<file path="config.mk">
export PLATFORM = sky130hd
export DESIGN_NAME = seg_scan_driver
export DESIGN_NICKNAME = d
export VERILOG_FILES = /design/src/rtl/seg_scan_driver.sv
export SDC_FILE = /design/constraint.sdc
export NUM_CORES = 1
export LEC_CHECK = 0
export CAP_MARGIN = 20
export CORE_ASPECT_RATIO = 1.2
export CORE_MARGIN = 3
export CORE_UTILIZATION = 56
export DETAILED_ROUTE_END_ITERATION = 10
export GPL_TIMING_DRIVEN = 0
export PLACE_DENSITY_LB_ADDON = 0.12
export RECOVER_POWER = 25
export SYNTH_ARGS = -nofsm -noshare
export SYNTH_HDL_FRONTEND = slang
export SYNTH_SLANG_ARGS = --single-unit
</file>
<file path="constraint.sdc">
create_clock -name clk -period 5.3 [get_ports clk]
set_clock_uncertainty 0.2 [all_clocks]
set_input_delay 0.53 -clock clk [delete_from_list [all_inputs] [get_ports clk]]
set_output_delay 0.53 -clock clk [all_outputs]
set_load 0.01 [all_outputs]
</file>
<file path="src/rtl/seg_scan_driver.sv">
// seg_scan_driver: time-multiplexes an 8-digit hex word onto a common-anode
// seven-segment display. Content is captured once per frame so updates never
// tear. Each digit slot starts with a blanking gap to hide ghosting.
module seg_scan_driver #(
  parameter int          DIV     = 100000,
  parameter int          BLANK   = 16,
  parameter logic [7:0]  DP_MASK = 8'h10
) (
  input  logic        clk,
  input  logic        rst,
  input  logic [31:0] display,
  input  logic [7:0]  displayEnable,
  output logic [7:0]  an,
  output logic [6:0]  seg,
  output logic        dp,
  output logic        frameStart
);

  localparam int                CNT_W   = (DIV > 2) ? $clog2(DIV) : 1;
  localparam logic [CNT_W-1:0]  CNT_MAX = CNT_W'(DIV - 1);

  // Active-low hex decode, bit order g,f,e,d,c,b,a.
  function automatic logic [6:0] hex7(input logic [3:0] h);
    logic [6:0] s;
    s = 7'h7F;
    case (h)
      4'h0: s = 7'h40;
      4'h1: s = 7'h79;
      4'h2: s = 7'h24;
      4'h3: s = 7'h30;
      4'h4: s = 7'h19;
      4'h5: s = 7'h12;
      4'h6: s = 7'h02;
      4'h7: s = 7'h78;
      4'h8: s = 7'h00;
      4'h9: s = 7'h10;
      4'hA: s = 7'h08;
      4'hB: s = 7'h03;
      4'hC: s = 7'h46;
      4'hD: s = 7'h21;
      4'hE: s = 7'h06;
      4'hF: s = 7'h0E;
      default: s = 7'h7F;
    endcase
    return s;
  endfunction

  logic [2:0]       digit_p0;
  logic [CNT_W-1:0] cnt_p0;
  logic             first_p0;
  logic [31:0]      shadow_disp_p0;
  logic [7:0]       shadow_en_p0;

  logic             slot_end_p0;
  logic             frame_end_p0;
  logic             blank_p0;
  logic [3:0]       nibble_p0;

  logic [7:0]       an_p1;
  logic [6:0]       seg_p1;
  logic             dp_p1;
  logic             fs_p1;

  // ---- stage p0: scan counters and frame snapshot ----

  // Decode of the current scan position.
  always_comb begin
    slot_end_p0  = (cnt_p0 == CNT_MAX);
    frame_end_p0 = slot_end_p0 && (digit_p0 == 3'd7);
    blank_p0     = (int'(cnt_p0) < BLANK) || !shadow_en_p0[digit_p0];
    nibble_p0    = shadow_disp_p0[{digit_p0, 2'b00} +: 4];
  end

  // Slot cycle counter and digit index; digit wraps 7 -> 0 naturally.
  always_ff @(posedge clk) begin
    if (rst) begin
      cnt_p0   <= '0;
      digit_p0 <= 3'd0;
      first_p0 <= 1'b1;
    end else begin
      first_p0 <= 1'b0;
      if (slot_end_p0) begin
        cnt_p0   <= '0;
        digit_p0 <= digit_p0 + 3'd1;
      end else begin
        cnt_p0   <= cnt_p0 + CNT_W'(1);
      end
    end
  end

  // Shadow capture at frame end, or immediately after reset via first_p0.
  always_ff @(posedge clk) begin
    if (rst) begin
      shadow_disp_p0 <= '0;
      shadow_en_p0   <= '0;
    end else if (first_p0 || frame_end_p0) begin
      shadow_disp_p0 <= display;
      shadow_en_p0   <= displayEnable;
    end
  end

  // ---- stage p1: registered display drive ----

  // Outputs reflect the previous cycle's scan position and shadow content.
  always_ff @(posedge clk) begin
    if (rst) begin
      an_p1  <= 8'hFF;
      seg_p1 <= 7'h7F;
      dp_p1  <= 1'b1;
      fs_p1  <= 1'b0;
    end else begin
      fs_p1 <= (digit_p0 == 3'd0) && (cnt_p0 == '0);
      if (blank_p0) begin
        an_p1  <= 8'hFF;
        seg_p1 <= 7'h7F;
        dp_p1  <= 1'b1;
      end else begin
        an_p1  <= ~(8'h01 << digit_p0);
        seg_p1 <= hex7(nibble_p0);
        dp_p1  <= ~DP_MASK[digit_p0];
      end
    end
  end

  assign an         = an_p1;
  assign seg        = seg_p1;
  assign dp         = dp_p1;
  assign frameStart = fs_p1;

endmodule

</file>
## Yosys cells after proc, flatten, opt, wreduce, memory -nomap -nowiden

Memory sizes are Yosys's and may differ from the RTL's. A register that Yosys moved wholly into a read port is not among the register bits.
Index checks and enable logic that the tools add are counted.
Widths: inputs -> output; s select.

| word-level totals | value |
|---|---|
| input port bits | 42 |
| bits in read-only memories | 120 |
| memories kept | 2 |
| flip-flop bits (word level) | 71 |
| logic and storage cells | 35 |
| latch bits | 0 |
| bits in writable memories | 0 |

Memories:

| name | words | width | rd ports | clocked after Yosys merged registers in | wr ports | RTL line | text |
|---|---|---|---|---|---|---|---|
| (no name shown) | 16 | 7 | 1 | 1 | 0 | 26 | `case (h)` |
| (no name shown) | 8 | 1 | 1 | 1 | 0 | 120 | `dp_p1 <= ~DP_MASK[digit_p0];` |

| operators by class | value |
|---|---|
| eq/ne operators | 2 |
| add/subtract/negate cells | 2 |
| $lt $le $gt $ge | 2 |
| mux-type cells | 6 |
| div/mod/pow operators | 0 |
| reduce and logical (&&, ||, !) cells | 9 |
| $mul | 0 |
| bitwise logic cells | 2 |
| shifts and indexed selects | 2 |

Operators by type and width:

| kind | count |
|---|---|
| $shiftx 32x6->4 | 1 |
| $add 17x1->17 const B | 1 |
| $eq 17x17->1 const B | 1 |
| $logic_not 17->1 | 1 |
| $lt 17x5->1 const B | 1 |
| $not 8->8 | 1 |
| $shl 1x3->8 const A | 1 |
| $mux 3 | 2 |
| $lt 3x4->1 const B | 1 |
| $reduce_or 2->1 | 2 |
| $add 3x1->3 const B | 1 |
| $bmux 1 s3 | 1 |
| $eq 3x3->1 const B | 1 |
| $logic_not 3->1 | 1 |
| $mux 1 | 3 |
| $logic_and 1x1->1 | 2 |
| $logic_or 1x1->1 | 2 |
| $logic_not 1->1 | 1 |
| $not 1->1 | 1 |

## Longest topological paths before layout

| logic depth | value |
|---|---|
| depth in word-level cells | 5 |
| depth in mapped cells | 9 |
| depth with buffers taken out | 8 |

## Worst setup path before layout

Ideal clock, no wire load.

| timing path | value |
|---|---|
| path kind | reg-to-reg |
| start point | reg digit_p0[0] |
| end point | reg seg_p1[3], in the netlist seg[3] |
| path slack | 2.884 ns |
| data arrival time | 2.069 ns |
| data required time | 4.953 ns |
| buffers on the path | 1 |
| clock period less this slack | 2.416 ns |
| stages on the path, launching flop included | 8 |
| cell sequence | dfxtp_1 buf_6 mux4_1 mux2i_1 inv_1 ha_1 o211ai_1 o311ai_1 |

| between the ends | value |
|---|---|
| longest elaborated chain between the ends | 5 |
| elaborated cells between the ends (all ways) | 6 |

RTL lines:

| what | RTL line | text |
|---|---|---|
| from (decl) | 48 | `logic [2:0] digit_p0;` |
| from (signal assigned) | 84 | `digit_p0 <= digit_p0 + 3'd1;` |
| $bmux 1 s3 | 70 | `blank_p0 = (int'(cnt_p0) < BLANK) \|\| !shadow_en_p0[digit_p0];` |
| $mux 1 (not written as such) | 70 |  |
| $logic_not 1->1 | 70 |  |
| $logic_or 1x1->1 | 70 |  |
| $reduce_or 2->1 (no source line) | - |  |
| to (decl) | 60 | `logic [6:0] seg_p1;` |

Parallel ways exist; a longest one is shown, timed or not. The select of a mux whose other input is x is not followed.
A chain may end at the register's enable or synchronous reset.

## Final worst setup path

Ends and elaborated chain as after synthesis.

==> impl_results.md <==
- Clk root buf: clkbuf_8
- VDD IR-drop max: 0.2175 mV
- DP HPWL: 5.390 mm
- Worst EP arrival: 3.29 ns
- Gr usage total: 20.75%
- Sequential fraction of the synthesis area: 46.25%
- IO buf count: 58
- Worst-Margin Slew: 0.8014 ns
- Synthesis-stage register bit count: 79
- Max_slew headroom: 46.57%
- Sw Share: 25.70%
- I/O pin count: 59
- Clock network fraction of total power: 35.6%
- Post-route ant nets: 0
- Leak Pwr: 1.621 nW
- CTS resizes: 0
- Reg power frac: 55.1%
- First-pass GRT wire length: 11.58 mm
- Syn Nets: 430
- Initial Util: 59.16%
- # H-tree levels: 3
- Post-synthesis cell area: 3420 sq um
- Synth unique cells: 43
- EDFF count, synth: 0
- Pwr Density: 266.3 nW/um^2
- WP data required: 5.29 ns
- CTS Buffer Depth: 2
- Antenna cells: 0
- Share of cells above drive strength 1: 8.686%
- CTS tree: done
- Comb power frac: 9.4%
- RSZ-0062 raised after global routing: false
- Net Sw Power: 0.2914 mW
- Post CTS Setup Buffer Count: 0
- Hold Vio Cnt, Final: 0
- Router iterations before antenna repair: 4
- Critical path's top delay family: multiplexers
- Crit-path cells: clkbuf_1 -> mux4_1 -> mux2i_1 -> inv_1 -> ha_1 -> o211ai_1 -> o311ai_1
- Crit Path Max Fanout: 10
- Pin count of the biggest net entering global routing: 16
- Max Fclk: 302.6 MHz
- Synth Flop Type: dfxtp_1
- CP Launch Type: register
- RePlAce Congestion: 0.8529
- Hold buffers post-CTS: 0
- Clock sinks: 79
- Slowest stage delay, CP: 0.67 ns
- Util after Layout: 73.66%
- Max-cap violations: 0
- Vias in the first global route: 2538
- Core Rows: 30
- Die area: 7084 sq um
- Vias after detailed routing: 2735
- Initial detailed-routing violation count: 110
- Synthesized instance count: 375
- DRC: 0
- CP Capture Type: register
- Max-slew violations: 0
- Detailed Route WL: 7.166 mm
- Final #Nets: 499
- Crit Path Class: register to register
- Pint: 0.8425 mW
- Die width: 77.34 microns
- Clock transition at path regs: 0.08 ns
- Asr flop ratio synth: 0%
- DR WL/cell: 13.55 microns
- Slowest CP cell: mux4_1
- DP Area: 4100 sq um
- Min cycle time layout: 3.305 ns
- Avg Vias per Cell: 5.170
- Synth Warn #: 0
- Status: finished, final reports clean
- Die Y: 91.60 microns
- Clk_lat worst skew: 0.36 ns
- Area grow syn2layout: 24.52%
- Core Region: 5781 sq um
- Setup TNS: 0 ns
- Number of CTS-inserted buffers: 9
- Count of final setup violators: 0
- Grt total ovfl: 0
- Post-Syn Area per Cell: 9.119 sq um
- Initial antenna violation count: 0
- Period utilization: 62.36%
- Final std cell area, no fill: 4258 sq um
- Tot Pwr: 1.134 mW
- HP Class: register to register
- Crit path buf inv count: 2
-- cells in the mapped netlist (2+ instances only) --
cell / count / share of area [%]
nand2_1: 99 / 11
dfxtp_1: 79 / 46
a21oi_1: 41 / 6.0
nor2_1: 22 / 2.4
ha_1: 13 / 4.8
nand3_1: 13 / 1.9
clkbuf_1: 10 / 1.1
inv_1: 10 / 1.1
xor2_1: 10 / 2.6
buf_2: 6 / 0.88
mux2i_1: 6 / 1.8
mux4_2: 6 / 4.0
xnor2_1: 6 / 1.5
and2_1: 4 / 0.73
and3_1: 4 / 0.73
and4_1: 4 / 1.0
mux4_1: 4 / 3.1
nor3_1: 4 / 0.59
o211ai_1: 4 / 0.88
buf_6: 3 / 0.99
nand4_1: 2 / 0.37
nor4b_1: 2 / 0.51
o21ai_1: 2 / 0.29
o221ai_1: 2 / 0.51
-- worst paths after layout --
check,from,endpoint,slack [ns],cells past startpoint
setup / recovery,digit_p0[0],seg[3],1.99,7
setup reg to reg,digit_p0[0],seg[3],1.99,7
hold reg to reg,register,dp,0.17,1
hold / removal,register,dp,0.17,1
-- layout by cell type (no fill, tap or decap), types with 10 or more instances in the layout --
cell type and n:
a21oi_1 41, nand3_1 13, inv_1 10, nor2_1 22
ha_1 13, dfxtp_1 79, clkbuf_1 12, dlygate4sd3_1 18
clkdlybuf4s50_1 40, nand2_1 99, xor2_1 10
-- power by group through the flow --
stage | registers [mW] | logic [mW] | clock network [mW]
after detailed placement | 0.638 | 0.107 | 0
final | 0.624 | 0.106 | 0.403
after CTS | 0.624 | 0.108 | 0.406
after global routing | 0.627 | 0.117 | 0.431
after global placement | 0.637 | 0.104 | 0
after floorplan | 0.635 | 0.0594 | 0
-- registers in the layout, indices dropped and copies added (netlist names), named ones only --
| signal | cells |
|---|---|
| dp | 1 |
| cnt_p0 | 17 |
| first_p0 | 1 |
| an | 8 |
| seg | 7 |
| shadow_disp_p0 | 32 |
| frameStart | 1 |
| digit_p0 | 3 |
| shadow_en_p0 | 8 |
-- cell type report --
type,instances,area [sq um]
well taps,80,100.1
inverters,11,41.29
fillers,452,1523
multi-input cells,264,1674
clock buffers,9,123.9
plain buffers,21,101.3
clock inverters,7,55.05
flip-flops and latches,79,1582
repair buffers,58,580.6
-- cell families after synthesis --
group           after synthesis  synth area share (%)
compound gates               55                 9.294
flops                        79                 46.25
simple gates                161                 20.78
fa+ha+maj                    13                 4.757
buf+inv                      32                 4.611
mux                          19                 10.21
xor+xnor                     16                 4.098
-- stage by stage --
| step | worst slack (ns) | std cells | hold WS [ns] |
|---|---|---|---|
| final | 1.995 | 529 | 0.1717 |
| after global routing | 1.754 | 529 | 0.2131 |
| after CTS | 2.442 | 529 | 0.1756 |
| after detailed placement | 2.480 | 513 | 0.1564 |
| after global placement | 2.525 | 513 | 0.1549 |
| after floorplan | 2.884 | 375 | 0.1434 |
-- routing by layer --
layer	global-route usage (%)	part of all wire, %
met5	0	0
met4	8.012	1.7
met3	5.258	4.7
met2	37.10	51
met1	23.41	43
Note: power is estimated with default switching activity, not from simulation.
